--- config.mk ---
export PLATFORM = sky130hd
export DESIGN_NAME = move_stack
export DESIGN_NICKNAME = d
export VERILOG_FILES = /design/src/rtl/move_stack.sv
export SDC_FILE = /design/constraint.sdc
export NUM_CORES = 1
export LEC_CHECK = 0
export BUFFER_PORTS_ARGS = -buffer_cell sky130_fd_sc_hd__buf_2
export CAP_MARGIN = 20
export CORE_MARGIN = 3
export CORE_UTILIZATION = 50
export CTS_BUF_LIST = sky130_fd_sc_hd__clkbuf_8
export DETAILED_ROUTE_END_ITERATION = 12
export GPL_ROUTABILITY_DRIVEN = 1
export PLACE_DENSITY = 0.68
export SLEW_MARGIN = 5
export SYNTH_ARGS = -nofsm -noshare
export SYNTH_HDL_FRONTEND = slang
export SYNTH_SLANG_ARGS = --single-unit
--- constraint.sdc ---
create_clock -name clk -period 6.25 [get_ports clk]
set_input_delay 0.3125 -clock clk [delete_from_list [all_inputs] [get_ports clk]]
set_output_delay 0.3125 -clock clk [all_outputs]
set_load 0.01 [all_outputs]
--- src/rtl/move_stack.sv ---
// Move history for the maze walker: a push/pop stack of 2-bit direction codes that
// tracks the walker position and can replay the stored path oldest-first over valid/ready.
module move_stack #(
  parameter int DEPTH = 256,
  parameter int AW    = 8,
  parameter int PW    = 4
) (
  input  logic          clk,
  input  logic          rst_n,
  input  logic          push,
  input  logic [1:0]    dir_in,
  input  logic          pop,
  output logic          pop_valid,
  output logic [1:0]    dir_out,
  output logic [PW-1:0] row,
  output logic [PW-1:0] colomn,
  output logic [AW:0]   count,
  output logic          empty,
  output logic          full,
  output logic          err,
  input  logic          play,
  output logic          rd_valid,
  input  logic          rd_ready,
  output logic [1:0]    rd_dir,
  output logic          rd_done,
  output logic          state_dbg
);

  // rd_valid/rd_ready: an entry transfers on every rising clk edge where both are
  // high; while rd_valid is high and rd_ready low, rd_dir holds its value.

  typedef enum logic {TRACK = 1'b0, PLAY = 1'b1} state_t;

  localparam logic [AW:0]   ONE_S   = (AW+1)'(1);
  localparam logic [AW:0]   SP_LAST = (AW+1)'(DEPTH - 1);
  localparam logic [AW-1:0] ONE_A   = AW'(1);
  localparam logic [PW-1:0] ONE_P   = PW'(1);

  state_t        state;
  logic [AW:0]   sp;
  logic [AW-1:0] idx;
  logic [1:0]    mem [DEPTH];

  logic [AW-1:0] top_addr;
  logic [AW-1:0] idx_nxt;
  logic [1:0]    top;
  logic          do_push, do_pop, do_repl, start_play, empty_done, req_err;
  logic          mem_we;
  logic [AW-1:0] mem_waddr;

  // One move in direction d; the inverse move of d is ~d.
  function automatic logic [2*PW-1:0] mv(input logic [PW-1:0] r,
                                         input logic [PW-1:0] c,
                                         input logic [1:0]    d);
    logic [PW-1:0] nr, nc;
    nr = r;
    nc = c;
    case (d)
      2'd0: nc = c + ONE_P;
      2'd1: nr = r + ONE_P;
      2'd2: nr = r - ONE_P;
      default: nc = c - ONE_P;
    endcase
    return {nr, nc};
  endfunction

  assign top_addr  = sp[AW-1:0] - ONE_A;
  assign idx_nxt   = idx + ONE_A;
  assign top       = mem[top_addr];
  assign count     = sp;
  assign state_dbg = (state == PLAY);

  always_comb begin
    do_push    = 1'b0;
    do_pop     = 1'b0;
    do_repl    = 1'b0;
    start_play = 1'b0;
    empty_done = 1'b0;
    req_err    = 1'b0;
    if (state == TRACK) begin
      if (play && !empty) begin
        start_play = 1'b1;
        req_err    = push | pop;
      end else begin
        empty_done = play;
        if (push && pop) begin
          if (empty) begin
            do_push = 1'b1;
            req_err = 1'b1;
          end else begin
            do_repl = 1'b1;
          end
        end else if (push) begin
          if (full) req_err = 1'b1;
          else      do_push = 1'b1;
        end else if (pop) begin
          if (empty) req_err = 1'b1;
          else       do_pop  = 1'b1;
        end
      end
    end else begin
      req_err = push | pop;
    end
  end

  assign mem_we    = do_push | do_repl;
  assign mem_waddr = do_repl ? top_addr : sp[AW-1:0];

  // Storage carries no reset so it maps onto plain RAM.
  always_ff @(posedge clk) begin
    if (mem_we) mem[mem_waddr] <= dir_in;
  end

  always_ff @(posedge clk or negedge rst_n) begin
    if (!rst_n) begin
      state     <= TRACK;
      sp        <= '0;
      idx       <= '0;
      row       <= '0;
      colomn    <= '0;
      empty     <= 1'b1;
      full      <= 1'b0;
      err       <= 1'b0;
      pop_valid <= 1'b0;
      dir_out   <= 2'd0;
      rd_valid  <= 1'b0;
      rd_dir    <= 2'd0;
      rd_done   <= 1'b0;
    end else begin
      pop_valid <= 1'b0;
      rd_done   <= 1'b0;
      if (req_err) err <= 1'b1;
      case (state)
        TRACK: begin
          if (start_play) begin
            state    <= PLAY;
            idx      <= '0;
            rd_valid <= 1'b1;
            rd_dir   <= mem[0];
          end
          if (empty_done) rd_done <= 1'b1;
          if (do_push) begin
            sp              <= sp + ONE_S;
            {row, colomn}   <= mv(row, colomn, dir_in);
            empty           <= 1'b0;
            full            <= (sp == SP_LAST);
          end
          if (do_pop) begin
            sp              <= sp - ONE_S;
            dir_out         <= top;
            pop_valid       <= 1'b1;
            {row, colomn}   <= mv(row, colomn, ~top);
            empty           <= (sp == ONE_S);
            full            <= 1'b0;
          end
          if (do_repl) begin
            dir_out         <= top;
            pop_valid       <= 1'b1;
            {row, colomn}   <= mv(mv(row, colomn, ~top) >> PW,
                                  mv(row, colomn, ~top) & {{PW{1'b0}}, {PW{1'b1}}},
                                  dir_in);
          end
        end
        PLAY: begin
          if (rd_valid && rd_ready) begin
            if (idx == top_addr) begin
              rd_valid <= 1'b0;
              rd_done  <= 1'b1;
              state    <= TRACK;
            end else begin
              idx    <= idx_nxt;
              rd_dir <= mem[idx_nxt];
            end
          end
        end
        default: state <= TRACK;
      endcase
    end
  end

endmodule

# ---- After elaboration in Yosys (flattened, before gate mapping)
# Memories as Yosys holds them, arrays and structs flattened.
# Cells that the tools add are included.
dict set report word_totals {
  mem_bits_rw 512
  reg_bits 36
  n_memories 1
  elab_cells 135
}
# name depth width read_ports rd_clocked_by_memory_dff wr line_no
set memory_table {}
lappend memory_table {mem 256 2 3 0 1 42} ;# logic [1:0] mem [DEPTH];
dict set report classes {
  add_sub_neg 12
  n_reduce_logical 18
  eq_ne 12
  n_mux 75
  bitwise_logic 4
}
# cell n
set op_table {}
lappend op_table {{$pmux 4 s2} 6}
lappend op_table {{$mux 1} 43}
lappend op_table {{$mux 4} 10}
lappend op_table {{$mux 8} 4}
lappend op_table {{$mux 9} 2}
lappend op_table {{$add 4x1->4 const B} 4}
lappend op_table {{$pmux 8 s2} 1}
lappend op_table {{$sub 4x1->4 const B} 4}
lappend op_table {{$reduce_and 3->1} 4}
lappend op_table {{$mux 2} 5}
lappend op_table {{$add 9x1->9 const B} 1}
lappend op_table {{$eq 9x1->1 const B} 1}
lappend op_table {{$eq 9x8->1 const B} 1}
lappend op_table {{$sub 9x1->9 const B} 1}
lappend op_table {{$add 8x1->8 const B} 1}
lappend op_table {{$eq 8x8->1} 1}
lappend op_table {{$sub 8x1->8 const B} 1}
lappend op_table {{$pmux 1 s2} 3}
lappend op_table {{$eq 2x1->1 const B} 2}
lappend op_table {{$eq 2x2->1 const B} 2}
lappend op_table {{$logic_not 2->1} 2}
lappend op_table {{$ne 2x1->1 const B} 2}
lappend op_table {{$ne 2x2->1 const B} 2}
lappend op_table {{$pmux 2 s2} 1}
lappend op_table {{other kinds (11)} 17}

# ---- Logic depth before layout (Yosys ltp)
# An unclocked memory read counts as a cell.
dict set report logic_depth {
  word_depth 11
  depth_mapped 31
  depth_no_buf 22
}

# ---- Least setup slack after synthesis
# Ideal clock, no wire load.
dict set report synth_timing {
  path_kind {reg-to-reg}
  startpoint {reg sp[0] (netlist: count[0])}
  endpoint {reg colomn[3]}
  slack_ps 284
  stages_incl_launch_ff 30
  arrival_time_ps 5831
  period_less_slack_ps 5966
  required_ps 6114
  path_cell_list {dfrtp_1 buf_6 buf_4 buf_2 buf_2 inv_1 buf_2 ha_1 buf_2 buf_2 buf_1 mux4_2 mux2i_1 a221oi_1 o221ai_1 a311o_1 and2_1 ha_1 clkbuf_1 inv_1 a221oi_1 a21oi_1 ha_1 inv_1 o21bai_1 a21oi_1 xnor2_1 nor2_1 xnor2_1 a21oi_1}
}
dict set report synth_via {
  elab_chain_cells 11
  word_cells_on_any_way 15
  cone_classes {add/sub (3); eq/ne (2); mux (6); bitwise (1); reduce/logical (2); memory (1)}
}
# item line_no
set synth_rtl {}
lappend synth_rtl {{start: declaration} 40} ;# logic [AW:0] sp;
lappend synth_rtl {{start signal: assignment} 143} ;# sp <= sp + ONE_S;
lappend synth_rtl {{start signal: assignment} 149} ;# sp <= sp - ONE_S;
lappend synth_rtl {{$sub 8x1->8 (*)} 67} ;# assign top_addr = sp[AW-1:0] - ONE_A;
lappend synth_rtl {{$mem_v2 256x2 (*)} -}
lappend synth_rtl {{$not 2->2 (*)} {152, 160}}
lappend synth_rtl {{$eq 2x2->1 or $eq 2x1->1 (tied branches)} 58} ;# case (d)
lappend synth_rtl {{$reduce_or 2->1 (no line)} -}
lappend synth_rtl {{$pmux 4 s2 (*)} 58}
lappend synth_rtl {{$mux 4} 156} ;# if (do_repl) begin
lappend synth_rtl {{$mux 4} 133} ;# case (state)
lappend synth_rtl {{$sub 4x1->4 or $add 4x1->4 (tied branches)} {62, 59}}
lappend synth_rtl {{$pmux 4 s2} 58}
lappend synth_rtl {{$mux 4 (*)} 156}
lappend synth_rtl {{end signal: assignment} 144} ;# {row, colomn} <= mv(row, colomn, dir_in);
lappend synth_rtl {{end signal: assignment} 152} ;# {row, colomn} <= mv(row, colomn, ~top);
lappend synth_rtl {{end signal: assignment} 159} ;# {row, colomn} <= mv(mv(row, colomn, ~top) >> PW,
lappend synth_rtl {{end: declaration} 16} ;# output logic [PW-1:0] colomn,
# Mark *: on every way between the ends. The rest lies on a longest branch, timed or not. The select of a mux whose other input is x is not followed.
# A chain may end at the register's enable or synchronous reset.

# ---- Final worst setup path
dict set report layout_timing {
  startpoint {reg sp[1] (netlist: count[1])}
  endpoint {reg colomn[3]}
}
dict set report layout_via {
  elab_chain_cells 11
  word_cells_on_any_way 15
  cone_classes {add/sub (3); eq/ne (2); mux (6); bitwise (1); reduce/logical (2); memory (1)}
}
# item line_no
set layout_rtl {}
lappend layout_rtl {{$sub 8x1->8 (*)} 67}
lappend layout_rtl {{$mem_v2 256x2 (*)} -}
lappend layout_rtl {{via top[1]} 46} ;# logic [1:0] top;
lappend layout_rtl {{$not 2->2 (*)} {152, 160}}
lappend layout_rtl {{$eq 2x2->1 or $eq 2x1->1 (tied branches)} 58}
lappend layout_rtl {{$reduce_or 2->1 (no line)} -}
lappend layout_rtl {{$pmux 4 s2 (*)} 58}
lappend layout_rtl {{$mux 4} 156}
lappend layout_rtl {{$mux 4} 133}
lappend layout_rtl {{$sub 4x1->4 or $add 4x1->4 (tied branches)} {62, 59}}
lappend layout_rtl {{$pmux 4 s2} 58}
lappend layout_rtl {{$mux 4 (*)} 156}
# The timed path passes the listed nets; every way through them passes the cells marked *. The select of a mux whose other input is x is not followed.

==> metrics.txt <==
CTS buffer count 91; distinct cell type count after synthesis 76; Clock Tree Root clkbuf_8; critical path type flip-flop to flip-flop; Synth Flop Type edfxtp_1; Leak 10.3 nW; R2R setup slack 0.33 ns; Synth warnings 0; post-route cell area 31,300 µm²; RR Endpoint colomn[3]; Starting DRT DRC Count 2,705; largest net degree at the start of global routing 89; CTS tree yes; htree depth 3; worst reg2reg path startpoint count[1]; Post-Route Skew 0.0344 ns; worst hold stages 4; Post-synth EDFFs 512; Post-DP HPWL 52.0 mm; Slowest cell on crit path a31oi_1; Post-Syn Instances 1,981; Min-Delay Startpoint rd_ready; Required @ worst endpoint 6.78 ns; dpl ws 0.320 ns; Area growth, synth to finish 10.2%; number of remaining DRC errors 0; Final Max Tran Viols 0; routed wire length 80.7 mm; initial antenna violation count 0; Final ANT Viol Nets 0; IO Port Bufs 35; die area 59,700 µm²; dpl cells 2,680; crit path DAT 6.46 ns; share of post-route cells with drive strength above 1 23.5%; most frequent cells in the layout edfxtp_1, nor2_1, mux4_2; total negative slack 0 ns; Worst Slack Setup Final 0.327 ns; syn_area_per_cell 14.3 µm²; routed len/inst 28.3 µm; total inserted antenna cells 0; Final Non-Filler Cells 2,852; Total GRT Usage 27.2%; critical path capture point type flip-flop; Die Y 244 µm; grt ovf 0; row count 86; crit path time final 5.92 ns; fillers 4,378; Die X 244 µm; leading cell type in the layout, fill and taps excluded edfxtp_1; Reg clk slew, reported paths 0.06 ns; number of global-route vias before repair 19,100; Vias/cell 6.66; worst-path cell chain inv_1, ha_4, buf_4, mux4_2, mux2i_1, a221oi_1, o221ai_1, a311oi_1, a31oi_1, inv_1, ha_1, inv_1, a221oi_1, a21oi_1, ha_1, inv_1, o21bai_1, a21oi_1, xnor2_1, nor2_1, xnor2_1, a21oi_1; Placement Cell Area 29,500 µm²; Mapped Nets 2,012; fmax 169 MHz; Max clock buf depth 3; Max VDD drop 0.421 mV; sequential share of the synthesized area 57.3%; worst slew pin tran 1.15 ns; Hold Crit Class input pin to flip-flop; ys async rst share 6.57%; slowest cell delay on critical path 0.61 ns; maxcap violations 0; Reg2Reg Depth 22; final worst-path cycle share 94.8%; hold path endpoint state_dbg; final setup fails 0; Mapped Area 28,400 µm²; clock sink count 548; startpoint types flip-flop; CP max FO 34; DR pass1 iterations 8; core area 55,600 µm²; Power per Cell Area 541 nW/µm²; I/O pins 36; Vias 19,000; outcome finished clean; global-route wire length before repair 121 mm; CP dominant cell by count inv_1; worst rel slew slack 23.4%; Yosys reg bits 548; clk_lat worst skew 0.68 ns; starting density of the core 51.1%; RePlAce Congestion 0.910; # nets final 2,063; Final Hold Viols 0
-- registers in the layout, summed over array words and instances, names as in the netlist --
name       cells
dir_out        2
rd_dir         2
state_dbg      1
rd_done        1
pop_valid      1
empty          1
row            4
colomn         4
count          9
rd_valid       1
full           1
err            1
mem          512
idx            8
-- synthesized netlist by cell type, types with 24 or more instances --
master    count  area (µm²)
buf_2        73         365
mux2i_1      80         801
nand3_1      53         265
nor2_1      307        1150
a21oi_1      36         180
nand2_1     206         773
inv_1        27         101
xnor2_1      36         315
clkbuf_1     46         173
mux4_2      240        5410
dfrtp_1      35         876
edfxtp_1    512       15400
o21ai_0      24         120
-- power breakdown --
part / switching, W / total (W) / internal, W
registers: 0.000176 / 0.00427 / 0.00409
clock network: 0.00147 / 0.00314 / 0.00167
logic: 0.00556 / 0.00953 / 0.00397
total: 0.00720 / 0.0169 / 0.00973
-- per-stage QoR --
stage | total power, W | hold slack [ns] | utilization (%)
floorplan | 0.0109 | 0.0169 | -
global placement | 0.0135 | 0.451 | 52.9
detailed placement | 0.0136 | 0.461 | 53.0
CTS | 0.0167 | 0.00990 | 56.2
global route | 0.0177 | 0.0564 | 56.3
finish | 0.0169 | 0.0465 | 56.3
-- worst max path at each step --
stage              from         to  slack [ns]  cells past startpoint
6_report       count[1]  colomn[3]        0.33                     22
3_5_place_dp   count[0]  colomn[3]        0.32                     21
4_1_cts        count[0]  colomn[3]        0.29                     21
3_3_place_gp   count[0]  colomn[3]        0.45                     21
2_1_floorplan  count[0]  colomn[3]        0.28                     29
5_1_grt        count[0]  colomn[3]      -0.009                     21
-- cells by family (layout without fill, tap and decap cells) --
kind of cell / Yosys count / count (layout) / synth area share [%]
AOI/OAI and AO/OA: 194 / 194 / 4.85
xor gates and xnor gates: 56 / 56 / 1.78
adders and majority gates: 23 / 23 / 1.07
buffers and inverters: 177 / 300 / 3.05
DFF: 548 / 548 / 57.3
muxes: 325 / 325 / 22.1
and+or+nand+nor: 658 / 658 / 9.86
-- layer usage --
layer	routed length [µm]	up-vias	GRT usage, %
li1	-	7865	-
met1	30500	9574	37.3
met2	37200	1319	41.7
met3	9620	227	6.94
met4	3430	0	11.4
met5	0	-	0
-- worst max-delay path, delay by kind of cell (launching register included) --
family          cells  cell delay [ns]
mux                 2             0.66
flops               1             0.52
simple gates        1             0.07
xor+xnor            2             0.30
compound gates      9             1.83
fa+ha+maj           3             1.31
buf+inv             5             1.10
-- area by class of cell --
type / instances / area, µm² / share of cell area, %
flip-flops and latches: 548 / 16300 / 52.0
clock buffers: 96 / 1320 / 4.22
multi-input cells: 1256 / 11400 / 36.3
repair buffers: 107 / 835 / 2.66
inverters: 28 / 105 / 0.336
clock inverters: 69 / 452 / 1.44
well taps: 748 / 936 / 2.99
-- what timing repair did --
action	CTS	global route
gates resized for setup	0	2
endpoints found under the setup margin	0	3
hold buffers	3	0
endpoints found under the hold margin	39	0
buffers inserted	0	4
(Power assumes the default switching activity.)
